===== src/rtl/ksa_pkg.sv =====
// Shared types and helpers for the pipelined Kogge-Stone adder.
// pg_t is the widest generate/propagate bundle; modules narrow it to WIDTH.
package ksa_pkg;

  localparam int KSA_MAX_W = 64;

  typedef struct packed {
    logic [KSA_MAX_W-1:0] g;
    logic [KSA_MAX_W-1:0] p;
  } pg_t;

  // Black cell: merge group (gi,pi) with the lower group (gk,pk); returns {g,p}.
  function automatic logic [1:0] black_combine(input logic gi, input logic pi,
                                               input logic gk, input logic pk);
    return {gi | (pi & gk), pi & pk};
  endfunction

  // Number of prefix levels needed to span a WIDTH-bit operand.
  function automatic int ksa_levels(input int width);
    int n;
    n = 0;
    while ((1 << n) < width) n++;
    return n;
  endfunction

endpackage


===== src/rtl/ksa_prefix_level.sv =====
// One combinational Kogge-Stone prefix level at distance DIST.
// Bits below DIST already hold their final group terms and pass through.
module ksa_prefix_level
  import ksa_pkg::*;
#(
  parameter int WIDTH = 32,
  parameter int DIST  = 1
) (
  input  logic [WIDTH-1:0] i_g,
  input  logic [WIDTH-1:0] i_p,
  output logic [WIDTH-1:0] o_g,
  output logic [WIDTH-1:0] o_p
);

  for (genvar i = 0; i < WIDTH; i++) begin : g_bit
    if (i < DIST) begin : g_pass
      assign o_g[i] = i_g[i];
      assign o_p[i] = i_p[i];
    end else begin : g_black
      logic [1:0] w_gp;
      assign w_gp   = black_combine(i_g[i], i_p[i], i_g[i-DIST], i_p[i-DIST]);
      assign o_g[i] = w_gp[1];
      assign o_p[i] = w_gp[0];
    end
  end

endmodule


===== src/rtl/ksa_pipe_adder.sv =====
// Pipelined Kogge-Stone adder/subtractor with valid/ready backpressure.
// Latency is LEVELS+2 enabled cycles: input stage, one register per prefix
// level, output stage. The whole pipe advances together (no bubble squeezing).
// Optional macro KSA_PIPE_FLAGS_EN adds registered o_zero / o_neg outputs.
module ksa_pipe_adder
  import ksa_pkg::*;
#(
  parameter int WIDTH = 32
) (
  input  logic             i_clk,
  input  logic             i_rst_n,
  input  logic             i_valid,
  output logic             o_ready,
  input  logic [WIDTH-1:0] i_a,
  input  logic [WIDTH-1:0] i_b,
  input  logic             i_sub,
  input  logic             i_cin,
  output logic             o_valid,
  input  logic             i_ready,
  output logic [WIDTH-1:0] o_sum,
  output logic             o_cout,
  output logic             o_ovf
`ifdef KSA_PIPE_FLAGS_EN
  ,
  output logic             o_zero,
  output logic             o_neg
`endif
);

  localparam int LEVELS = ksa_levels(WIDTH);

  // Global advance: the pipe moves when the output slot is empty or consumed.
  logic w_en;
  assign w_en    = i_ready | ~o_valid;
  assign o_ready = w_en;

  // Operand conditioning: subtraction is A + ~B + 1.
  logic [WIDTH-1:0] w_b;
  logic             w_c0;
  logic [WIDTH-1:0] w_g_in;
  logic [WIDTH-1:0] w_p_in;

  assign w_b    = i_sub ? ~i_b : i_b;
  assign w_c0   = i_sub | i_cin;
  assign w_p_in = i_a ^ w_b;
  // Carry-in folded into bit 0 so the prefix tree needs no extra column.
  assign w_g_in = {i_a[WIDTH-1:1] & w_b[WIDTH-1:1],
                   (i_a[0] & w_b[0]) | (w_p_in[0] & w_c0)};

  // ---- stage 0: input register ----
  logic [WIDTH-1:0] r_g_p0;
  logic [WIDTH-1:0] r_p_p0;
  logic [WIDTH-1:0] r_po_p0;
  logic             r_amsb_p0;
  logic             r_bmsb_p0;
  logic             r_c0_p0;
  logic             r_vld_p0;

  // Capture conditioned operands and the incoming valid.
  always_ff @(posedge i_clk or negedge i_rst_n) begin
    if (!i_rst_n) begin
      r_g_p0    <= '0;
      r_p_p0    <= '0;
      r_po_p0   <= '0;
      r_amsb_p0 <= 1'b0;
      r_bmsb_p0 <= 1'b0;
      r_c0_p0   <= 1'b0;
      r_vld_p0  <= 1'b0;
    end else if (w_en) begin
      r_g_p0    <= w_g_in;
      r_p_p0    <= w_p_in;
      r_po_p0   <= w_p_in;
      r_amsb_p0 <= i_a[WIDTH-1];
      r_bmsb_p0 <= w_b[WIDTH-1];
      r_c0_p0   <= w_c0;
      r_vld_p0  <= i_valid;
    end
  end

  // ---- stages 1..LEVELS: prefix levels ----
  logic [LEVELS:1][WIDTH-1:0]   w_g_pl;
  logic [LEVELS:1][WIDTH-1:0]   w_p_pl;
  logic [LEVELS:1][WIDTH-1:0]   r_g_pl;
  logic [LEVELS-1:1][WIDTH-1:0] r_p_pl;
  logic [LEVELS:1][WIDTH-1:0]   r_po_pl;
  logic [LEVELS:1]              r_amsb_pl;
  logic [LEVELS:1]              r_bmsb_pl;
  logic [LEVELS:1]              r_c0_pl;
  logic [LEVELS:1]              r_vld_pl;

  for (genvar k = 1; k <= LEVELS; k++) begin : g_lvl
    logic [WIDTH-1:0] w_gi;
    logic [WIDTH-1:0] w_pi;
    if (k == 1) begin : g_first
      assign w_gi = r_g_p0;
      assign w_pi = r_p_p0;
    end else begin : g_rest
      assign w_gi = r_g_pl[k-1];
      assign w_pi = r_p_pl[k-1];
    end
    ksa_prefix_level #(
      .WIDTH (WIDTH),
      .DIST  (1 << (k - 1))
    ) u_lvl (
      .i_g (w_gi),
      .i_p (w_pi),
      .o_g (w_g_pl[k]),
      .o_p (w_p_pl[k])
    );
  end

  // The final level's group propagate has no consumer.
  logic w_unused_p;
  assign w_unused_p = ^w_p_pl[LEVELS];

  // Register every prefix level and shift the side-band fields alongside.
  always_ff @(posedge i_clk or negedge i_rst_n) begin
    if (!i_rst_n) begin
      r_g_pl    <= '0;
      r_p_pl    <= '0;
      r_po_pl   <= '0;
      r_amsb_pl <= '0;
      r_bmsb_pl <= '0;
      r_c0_pl   <= '0;
      r_vld_pl  <= '0;
    end else if (w_en) begin
      r_g_pl    <= w_g_pl;
      r_p_pl    <= w_p_pl[LEVELS-1:1];
      r_po_pl   <= {r_po_pl[LEVELS-1:1], r_po_p0};
      r_amsb_pl <= {r_amsb_pl[LEVELS-1:1], r_amsb_p0};
      r_bmsb_pl <= {r_bmsb_pl[LEVELS-1:1], r_bmsb_p0};
      r_c0_pl   <= {r_c0_pl[LEVELS-1:1], r_c0_p0};
      r_vld_pl  <= {r_vld_pl[LEVELS-1:1], r_vld_p0};
    end
  end

  // ---- output stage ----
  // After the last level G[i] is the carry out of bit i.
  logic [WIDTH-1:0] w_carry;
  logic [WIDTH-1:0] w_sum;
  logic             w_cout;
  logic             w_ovf;

  assign w_carry = r_g_pl[LEVELS];
  assign w_sum   = r_po_pl[LEVELS] ^ {w_carry[WIDTH-2:0], r_c0_pl[LEVELS]};
  assign w_cout  = w_carry[WIDTH-1];
  assign w_ovf   = (r_amsb_pl[LEVELS] == r_bmsb_pl[LEVELS]) &
                   (w_sum[WIDTH-1] != r_amsb_pl[LEVELS]);

  logic [WIDTH-1:0] r_sum_po;
  logic             r_cout_po;
  logic             r_ovf_po;
  logic             r_vld_po;

  // Form sum, carry-out and signed overflow into the output register.
  always_ff @(posedge i_clk or negedge i_rst_n) begin
    if (!i_rst_n) begin
      r_sum_po  <= '0;
      r_cout_po <= 1'b0;
      r_ovf_po  <= 1'b0;
      r_vld_po  <= 1'b0;
    end else if (w_en) begin
      r_sum_po  <= w_sum;
      r_cout_po <= w_cout;
      r_ovf_po  <= w_ovf;
      r_vld_po  <= r_vld_pl[LEVELS];
    end
  end

  assign o_sum   = r_sum_po;
  assign o_cout  = r_cout_po;
  assign o_ovf   = r_ovf_po;
  assign o_valid = r_vld_po;

`ifdef KSA_PIPE_FLAGS_EN
  logic r_zero_po;
  logic r_neg_po;

  // Result flags registered with the sum so they share its valid.
  always_ff @(posedge i_clk or negedge i_rst_n) begin
    if (!i_rst_n) begin
      r_zero_po <= 1'b0;
      r_neg_po  <= 1'b0;
    end else if (w_en) begin
      r_zero_po <= (w_sum == '0);
      r_neg_po  <= w_sum[WIDTH-1];
    end
  end

  assign o_zero = r_zero_po;
  assign o_neg  = r_neg_po;
`endif

endmodule


===== config.mk =====
export PLATFORM = sky130hd
export DESIGN_NAME = ksa_pipe_adder
export DESIGN_NICKNAME = d
export VERILOG_FILES = /design/src/rtl/ksa_pkg.sv /design/src/rtl/ksa_prefix_level.sv /design/src/rtl/ksa_pipe_adder.sv
export SDC_FILE = /design/constraint.sdc
export NUM_CORES = 1
export LEC_CHECK = 0
export CAP_MARGIN = 10
export CORE_AREA = 5 5 220 222
export CTS_BUF_LIST = sky130_fd_sc_hd__clkbuf_8 sky130_fd_sc_hd__clkbuf_16
export CTS_CLUSTER_SIZE = 20
export DETAILED_ROUTE_END_ITERATION = 10
export DIE_AREA = 0 0 225 227
export PLACE_DENSITY = 0.76
export SLEW_MARGIN = 20
export SYNTH_ARGS = -nofsm -noshare
export SYNTH_HDL_FRONTEND = slang
export SYNTH_HIERARCHICAL = 1
export SYNTH_SLANG_ARGS = --single-unit

===== constraint.sdc =====
create_clock -name i_clk -period 1.4 [get_ports i_clk]
set_input_delay 0.28 -clock i_clk [delete_from_list [all_inputs] [get_ports i_clk]]
set_output_delay 0.28 -clock i_clk [all_outputs]
set_load 0.02 [all_outputs]

==> impl_metrics.json <==
{
  "portBuffers": 105,
  "die_area_sq_mm": 0.0511,
  "syn_area_sq_mm": 0.0234,
  "hold_class": "primary input to async pin",
  "cts_root_buf": "clkbuf_16",
  "finalSetupViolCount": 495,
  "outcome": "finished, violations left",
  "grt_pass1_wl_um": 74700,
  "grt_overflow": 0,
  "grt_max_degree": 74,
  "final_cell_mix": "dfrtp_1 (540), mux2_2 (349), mux2_4 (154)",
  "critPathRequiredTime_ns": 1.87,
  "share_comb_of_total_power": 0.318,
  "power_density_mw_per_mm2": 2270,
  "cts_sinks": 541,
  "drv_slew": 0,
  "p_int_mw": 43.8,
  "ant_nets": 0,
  "p_clk_frac": 0.226,
  "clk_pin_slew_worst_paths_ns": 0.06,
  "final_area_sq_mm": 0.0277,
  "finalClockSkew_ns": 0.0155,
  "total_power_mw": 62.9,
  "critPathMaxFanout": 26,
  "slew_headroom": 0.741,
  "maxCapViolations": 0,
  "drt-wirelength-per-cell_um": 20.1,
  "ys_warn_count": 6,
  "fin_crit_sh": 1.10,
  "layout-drive-gt1-share": 0.419,
  "p_switching_mw": 19.0,
  "numCtsBuffers": 52,
  "die_w_um": 225,
  "ios": 106,
  "insertedDiodeCount": 0,
  "antenna_found_initial": 0,
  "gp_congestion": 0.810,
  "swShare": 0.303,
  "avgSynthCellArea_sq_um": 15.1,
  "drc": 0,
  "via_count": 12500,
  "postLayoutCoreUtil": 0.599,
  "hold_violations": 0,
  "syn_nets": 1650,
  "seqPwrFrac": 0.456,
  "cts_tree": "built",
  "peakVddDrop_mv": 1.24,
  "violations": "negative setup slack",
  "p_leak_nw": 13.5,
  "viasPerCell": 5.30,
  "design.final.nets": 1801,
  "post-route-min-period_ns": 1.55,
  "area.growth.synth_to_final_pct": 18.2,
  "drt-initial-drc-count": 787,
  "drtPass1Iterations": 5,
  "hpwl_um": 31900,
  "fmax_ghz": 0.647,
  "start_kind": "flip-flop",
  "final_cells": 2348,
  "coreArea_sq_mm": 0.0462,
  "dp.cells": 2221,
  "post_dp_cell_area_sq_mm": 0.0253,
  "die_h_um": 227,
  "start_util": 0.507,
  "grt_usage": 0.182,
  "cts.path.max_buffers": 3,
  "wirelength_um": 47100,
  "cts_max_level": 2,
  "worstSetupPathType": "flip-flop to flip-flop",
  "worst_slew_pin_slew_ns": 0.388,
  "first_global_vias": 13400,
  "fp-row-count": 79,
  "fin_ws_ns": -0.145,
  "layout_commonest_cell": "dfrtp_1",
  "cp.arrival_ns": 2.02,
  "rsz0062_at_grt": "yes",
  "clk_latency_ns": 0.60,
  "endpoint_kind": "flip-flop",
  "syn_inst": 1548
}
[state kept, by name, summed over array words and instances, names as in the netlist]
register    cells
g_lvl.w_gi    160
r_po_pl       160
g_lvl.w_pi     98
o_sum          32
r_po_p0        32
w_carry        32
r_amsb_pl       5
r_bmsb_pl       5
r_c0_pl         5
r_vld_pl        5
o_cout          1
o_ovf           1
o_valid         1
r_amsb_p0       1
r_bmsb_p0       1
r_c0_p0         1
r_vld_p0        1
[final timing paths]
check / slack [ns] / cells after the start / to / from
worst max-delay path: -0.15 / 5 / r_po_pl[69] / o_valid
max in group asynchronous: 0.51 / 3 / o_sum[3] / i_rst_n
worst max register to register: -0.15 / 5 / r_po_pl[69] / o_valid
min in group i_clk: 0.28 / 4 / r_c0_p0 / i_sub
worst min register to register: 0.46 / 1 / o_valid / r_vld_pl[5]
worst min-delay path: 0.19 / 2 / r_po_pl[55] / i_rst_n
[power groups by stage]
stage,Combinational (mW),Clock [mW],Sequential (mW)
floorplan,14.9,0,26.5
global placement,18.1,0,28.5
detailed placement,18.7,0,28.9
CTS,19.6,14.5,28.7
global route,21.5,15.2,29.5
finish,20.0,14.2,28.7
[per-layer routing]
layer / up-vias / wire, um / track usage
li1: 5709 / - / -
met1: 6516 / 20700 / 0.247
met2: 167 / 24000 / 0.310
met3: 61 / 1380 / 0.0264
met4: 0 / 1020 / 0.0526
met5: - / 0 / 0
[per-stage QoR]
step,setup WS (ns),hold slack (ns),TNS (ns)
finish,-0.145,0.186,-43.54
global route,-0.183,0.197,-64.22
CTS,-0.194,0.158,-42.79
detailed placement,-0.507,0.211,-235.02
global placement,-0.506,0.206,-233.72
floorplan,-0.0633,-0.0156,-17.60
[timing repair]
action,4_1_cts,5_1_grt
hold buffers,1,0
hold endpoints to repair,450,0
setup buffers,18,2
gates resized for setup,222,10
endpoints found under the setup margin,524,549
cloned,3,7
[area by class of cell]
class	instances	area [sq um]
Clock buffer	70	1550
Clock inverter	26	221
Fill cell	3407	18500
Inverter	1	3.75
Multi-Input combinational cell	904	9170
Sequential cell	541	13500
Tap cell	607	759
Timing Repair Buffer	199	2420
[critical path, stage by stage (launching register included)]
cell,delay (ns)
dfrtp_2,0.42
nand2b_4,0.11
buf_4,0.14
buf_16,0.16
buf_12,0.21
mux2_2,0.35
Power figures use the tool's default switching activity.
